===== config.mk =====
export PLATFORM = sky130hd
export DESIGN_NAME = array_arbiter
export DESIGN_NICKNAME = d
export VERILOG_FILES = /design/src/rtl/array_arbiter_pkg.sv /design/src/rtl/array_arbiter_rr_select.sv /design/src/rtl/array_arbiter.sv
export SDC_FILE = /design/constraint.sdc
export NUM_CORES = 1
export LEC_CHECK = 0
export ABC_AREA = 0
export BUFFER_PORTS_ARGS = -buffer_cell sky130_fd_sc_hd__buf_2
export CORE_MARGIN = 2
export CORE_UTILIZATION = 25
export CTS_CLUSTER_DIAMETER = 50
export CTS_CLUSTER_SIZE = 28
export DETAILED_ROUTE_END_ITERATION = 10
export PLACE_DENSITY = 0.66
export SLEW_MARGIN = 20
export SYNTH_ARGS = -nofsm -noshare
export SYNTH_HDL_FRONTEND = slang
export SYNTH_SLANG_ARGS = --single-unit

===== constraint.sdc =====
create_clock -name clk -period 2.76 [get_ports clk]
set_clock_uncertainty 0.2 [all_clocks]
set_input_delay 0.138 -clock clk [delete_from_list [all_inputs] [get_ports clk]]
set_output_delay 0.138 -clock clk [all_outputs]
set_load 0.03 [all_outputs]

===== src/rtl/array_arbiter_pkg.sv =====
// Shared types and helpers for the array port arbiter.
package array_arbiter_pkg;

   // Arbiter states: IDLE arbitrates, BUSY forwards the granted client.
   typedef enum logic [0:0] {
      ST_IDLE = 1'b0,
      ST_BUSY = 1'b1
   } state_t;

   // Width of an index able to address n items (at least one bit).
   function automatic int idx_width(input int n);
      return (n > 1) ? $clog2(n) : 1;
   endfunction

   // Single-step modulo for values known to be below 2*n.
   function automatic int rr_wrap(input int v, input int n);
      return (v >= n) ? v - n : v;
   endfunction

endpackage


===== src/rtl/array_arbiter_rr_select.sv =====
// Rotating priority encoder: first set request at or after ptr, cyclically.
module rr_select
   import array_arbiter_pkg::*;
#(
   parameter int NREQ = 2,
   parameter int PW   = 1
) (
   input  logic [NREQ-1:0] req_i,
   input  logic [PW-1:0]   ptr_i,
   output logic [PW-1:0]   idx_o,
   output logic            any_o
);

   logic [PW-1:0]   cand [NREQ];
   logic [NREQ-1:0] hit;

   // Candidate gi is the client gi positions after the pointer.
   generate
      for (genvar gi = 0; gi < NREQ; gi++) begin : g_cand
         assign cand[gi] = PW'(rr_wrap(int'(ptr_i) + gi, NREQ));
         assign hit[gi]  = req_i[cand[gi]];
      end
   endgenerate

   // Lowest rotated position wins; scanning downwards leaves it last-assigned.
   always_comb begin
      idx_o = '0;
      any_o = 1'b0;
      for (int k = NREQ - 1; k >= 0; k--) begin
         if (hit[k]) begin
            idx_o = cand[k];
            any_o = 1'b1;
         end
      end
   end

endmodule


===== src/rtl/array_arbiter.sv =====
// Round-robin arbiter sharing one array memory port between NREQ clients,
// with bounded locking for atomic read-modify-write sequences.
module array_arbiter
   import array_arbiter_pkg::*;
#(
   parameter int NREQ    = 2,
   parameter int INTN    = 8,
   parameter int ADDRN   = 8,
   parameter int MAXLOCK = 4
) (
   input  logic                    clk,
   input  logic                    rst,
   input  logic [NREQ-1:0]         req_valid,
   input  logic [NREQ-1:0]         req_we,
   input  logic [NREQ-1:0]         req_lock,
   input  logic [NREQ*ADDRN-1:0]   req_addr,
   input  logic [NREQ*INTN-1:0]    req_di,
   output logic [NREQ-1:0]         req_ready,
   output logic [INTN-1:0]         req_do,
   output logic                    arr_valid,
   output logic                    arr_we,
   output logic [ADDRN-1:0]        arr_addr,
   output logic [INTN-1:0]         arr_di,
   input  logic                    arr_ready,
   input  logic [INTN-1:0]         arr_do
);

   localparam int PW = idx_width(NREQ);
   localparam int LW = idx_width(MAXLOCK);
   localparam logic [LW-1:0] LOCK_LAST = LW'(MAXLOCK - 1);

   state_t        state_q, state_d;
   logic [PW-1:0] grant_q, grant_d;
   logic [PW-1:0] ptr_q, ptr_d;
   logic [LW-1:0] lock_cnt_q, lock_cnt_d;
   logic          gap_q, gap_d;     // one-cycle grace already spent in a lock gap

   logic [ADDRN-1:0] addr_arr [NREQ];
   logic [INTN-1:0]  di_arr   [NREQ];
   logic [PW-1:0]    sel_idx;
   logic             sel_any;
   logic             busy;
   logic             g_valid;
   logic             hs;
   logic             do_release;
   logic [PW-1:0]    next_ptr;

   // Split the packed client buses into per-client words.
   generate
      for (genvar gi = 0; gi < NREQ; gi++) begin : g_unpack
         assign addr_arr[gi] = req_addr[gi*ADDRN +: ADDRN];
         assign di_arr[gi]   = req_di[gi*INTN +: INTN];
      end
   endgenerate

   rr_select #(
      .NREQ (NREQ),
      .PW   (PW)
   ) u_rr_select (
      .req_i (req_valid),
      .ptr_i (ptr_q),
      .idx_o (sel_idx),
      .any_o (sel_any)
   );

   assign busy     = (state_q == ST_BUSY);
   assign g_valid  = req_valid[grant_q];
   assign next_ptr = PW'(rr_wrap(int'(grant_q) + 1, NREQ));

   // Forward the granted client to the array and return its handshake.
   always_comb begin
      arr_valid = busy & g_valid;
      arr_we    = busy & req_we[grant_q];
      arr_addr  = busy ? addr_arr[grant_q] : '0;
      arr_di    = busy ? di_arr[grant_q] : '0;
      hs        = arr_valid & arr_ready;
      req_ready = '0;
      if (hs) begin
         req_ready[grant_q] = 1'b1;
      end
      req_do = hs ? arr_do : '0;
   end

   // Grant, lock-burst and release decisions.
   always_comb begin
      state_d    = state_q;
      grant_d    = grant_q;
      ptr_d      = ptr_q;
      lock_cnt_d = lock_cnt_q;
      gap_d      = gap_q;
      do_release = 1'b0;
      case (state_q)
         ST_IDLE: begin
            if (sel_any) begin
               state_d    = ST_BUSY;
               grant_d    = sel_idx;
               lock_cnt_d = '0;
               gap_d      = 1'b0;
            end
         end
         ST_BUSY: begin
            if (hs) begin
               if (req_lock[grant_q] && (lock_cnt_q < LOCK_LAST)) begin
                  lock_cnt_d = lock_cnt_q + 1'b1;
                  gap_d      = 1'b0;
               end else begin
                  do_release = 1'b1;
               end
            end else if (!g_valid) begin
               // A locked owner gets one idle cycle to present its next access.
               if ((lock_cnt_q != '0) && !gap_q) begin
                  gap_d = 1'b1;
               end else begin
                  do_release = 1'b1;
               end
            end
         end
         default: state_d = ST_IDLE;
      endcase
      if (do_release) begin
         state_d    = ST_IDLE;
         ptr_d      = next_ptr;
         lock_cnt_d = '0;
         gap_d      = 1'b0;
      end
   end

   // State registers; reset aborts any transaction in flight.
   always_ff @(posedge clk or posedge rst) begin
      if (rst) begin
         state_q    <= ST_IDLE;
         grant_q    <= '0;
         ptr_q      <= '0;
         lock_cnt_q <= '0;
         gap_q      <= 1'b0;
      end else begin
         state_q    <= state_d;
         grant_q    <= grant_d;
         ptr_q      <= ptr_d;
         lock_cnt_q <= lock_cnt_d;
         gap_q      <= gap_d;
      end
   end

endmodule

==> summary.txt <==
Drt
  – Drt first pass iters: 4
  – Via/cell ratio: 4.49
  – Routed Antenna Nets: 0
  – Wire per inst: 10.3 um
  – DR iter-0 viols: 35
  – Vias: 894
  – Final WL: 2.04 mm
  – DR DRC count: 0

Synth
  – Post-synthesis sequential area ratio: 21.6%
  – Post-synthesis cell count: 90
  – Netlist cell types: 21
  – Post-Syn Nets: 141
  – Cell Area, Synth: 696 um^2
  – Avg Inst Size Synth: 7.73 um^2
  – Register bit total from synthesis: 6
  – Yosys Warn Count: 0

Worst setup path
  – Crit Path Class: reg -> out
  – Crit-path max FO: 11
  – CP arrival: 1.74 ns
  – CP required: 2.42 ns
  – Critical Path Start Type: flip-flop
  – Crit end category: output pin

Hold path
  – Class of the worst hold path: in -> reg

Global routing
  – Number of global-route vias before repair: 762
  – Largest net degree at the start of global routing: 21
  – GRT Util Overall: 12.5%
  – Total grt overflow: 0
  – First-pass GRT wire length: 3.17 mm
  – Initial antenna violation count: 0

Placed design
  – Placed cell count: 194
  – Pre-CTS setup slack: 0.871 ns
  – IO buf count: 76
  – RD Place Congestion: 0.848
  – Post-DP HPWL: 1.69 mm

Floorplanning
  – Die Area: 3220 um^2
  – Initial core utilization: 25.7%
  – Core area: 2710 um^2
  – Rows: 19
  – Die height: 56.8 um
  – Chip Width: 56.8 um
  – I/O pins: 77

CTS
  – Clock-pin slew on the worst setup and hold paths: 0.04 ns
  – Post-CTS Setup Inserts: 0
  – CTS root buf: clkbuf_4
  – Hold_buf cts: 2
  – Clk sink count: 6
  – Num CTS Buffers: 3
  – H-tree Lvls: 1
  – Max clock buf depth: 2
  – Worst-Skew Late Latency: 0.25 ns
  – Clock tree from TritonCTS: done
  – Post-CTS Resized: 0

Layout
  – Layout Nets: 221
  – Share of cells above drive strength 1: 50.6%
  – Final cell count without fillers: 199
  – Number of diodes: 0
  – P&R area growth vs syn: 65.3%

Outcome
  – Outcome: finished, final reports clean

Timing
  – Max Clk Rate: 482 MHz
  – Worst Setup Slack, final: 0.686 ns
  – Worst Max-Slew Pin Slew: 0.572 ns
  – Worst slew margin: 61.8%
  – Crit share post-route: 75.2%
  – Final setup viols: 0
  – Final Hold Fails: 0
  – Fin. max-slew vios: 0
  – Fin Setup TNS: 0 ns
  – Min cycle time layout: 2.07 ns
  – Fin Hold WS: 0.0378 ns
  – RSZ-0062 raised after global routing: false

Power
  – Pint: 0.478 mW
  – Pwr Density: 954 nW/um^2
  – Peak supply drop: 0.560 mV
  – Power share of the sequential group: 13.1%
  – Switching share of power: 56.4%
  – Logic pwr share: 79.2%
  – Leak pwr: 0.712 nW
  – Net Sw Power: 0.618 mW
  – Clock power frac: 7.6%

Run
  – Max-Cap Viols: 0
==> power by group through the flow <==
stage          logic [mW]  clock network [mW]  registers [mW]
3_5_place_dp        0.876                   0           0.145
3_3_place_gp        0.873                   0           0.147
6_report            0.869              0.0835           0.144
5_1_grt             0.942              0.0912           0.147
2_1_floorplan       0.668                   0           0.137
4_1_cts             0.880              0.0882           0.144
==> through the flow <==
stage                     utilization, %  instance area [um^2]  power [mW]
after floorplan                        -                   696       0.804
after global placement              40.9                  1110        1.02
after detailed placement            40.9                  1110        1.02
after CTS                           42.4                  1150        1.11
after global routing                42.4                  1150        1.18
final                               42.4                  1150        1.10
==> routing by layer <==
layer  vias to the layer above  track usage (%)  wire length [um]
met4                         0             6.98                34
met1                       365             13.7               802
met5                         -                0                 0
met3                         4             2.30               251
li1                        461                -                 -
met2                        64             22.3               953
==> kinds of logic after synthesis <==
logic type	count (synthesis)	share of synthesized area, %
flip-flops	6	21.6
AO/OA/AOI/OAI	8	7.91
adder cells (fa/ha/maj)	2	3.60
buffers and inverters	9	5.39
AND/OR/NAND/NOR	44	29.3
multiplexers	21	32.2
==> cells in the mapped netlist <==
cell type  count  share of area (%)
mux2_2         1                1.6
clkbuf_1       2                1.1
dfrtp_1        6                 22
o31a_1         1                1.3
ha_1           2                3.6
a21o_1         1                1.1
and2_1         9                8.1
nor2_1        21                 11
inv_1          4                2.2
o21ai_0        1               0.72
a31oi_1        1               0.90
or2_2          2                1.8
mux2i_4        1                3.2
mux2i_1       19                 27
and3_1         1               0.90
nand2b_1       1               0.90
nand2_1        5                2.7
buf_2          3                2.2
nor3_1         5                3.6
a21oi_1        2                1.4
a22o_1         2                2.5
==> area by class of cell <==
type                    count  area [um^2]
well taps                  31         38.8
repair buffers             80          415
fillers                   271         1560
flip-flops and latches      6          150
clock buffers               3         22.5
multi-input cells          75          508
inverters                   4         15.0
==> worst max-delay path: stages (launching register included) <==
cell and delay [ns]:
dfrtp_1 0.37, buf_4 0.20, mux2i_4 0.23, nor2_1 0.32, and2_1 0.18, buf_2 0.19
==> state kept, by name, indices dropped and copies added, names as in the netlist <==
signal and cells:
gap_q 1, grant_q 1, ptr_q 1, busy 1, lock_cnt_q 2
==> path summary, 6_finish.rpt <==
kind / start / end / slack [ns] / cells past startpoint
worst max-delay path: grant_q$_DFFE_PP0P_ / req_do[6] / 0.69 / 5
min in group asynchronous: rst / lock_cnt_q[0]$_DFFE_PP0P_ / 0.14 / 3
worst min-delay path: req_valid[1] / grant_q$_DFFE_PP0P_ / 0.04 / 3
max in group asynchronous: rst / ptr_q$_DFFE_PP0P_ / 2.02 / 3
worst max register to register: grant_q$_DFFE_PP0P_ / ptr_q$_DFFE_PP0P_ / 0.88 / 5
worst min register to register: ptr_q$_DFFE_PP0P_ / ptr_q$_DFFE_PP0P_ / 0.32 / 1
==> layout by cell type (no fill, tap or decap), types with 2 or more instances in the layout <==
cell	Yosys	final
dfrtp_1	6	6
buf_4	0	2
clkbuf_4	0	3
dlygate4sd3_1	0	2
nor3_1	5	5
nor2_1	21	21
a21oi_1	2	2
or2_2	2	2
a22o_1	2	2
buf_2	3	76
ha_1	2	2
nand2_1	5	5
and2_1	9	9
mux2i_1	19	19
inv_1	4	4
Power figures use the tool's default switching activity.
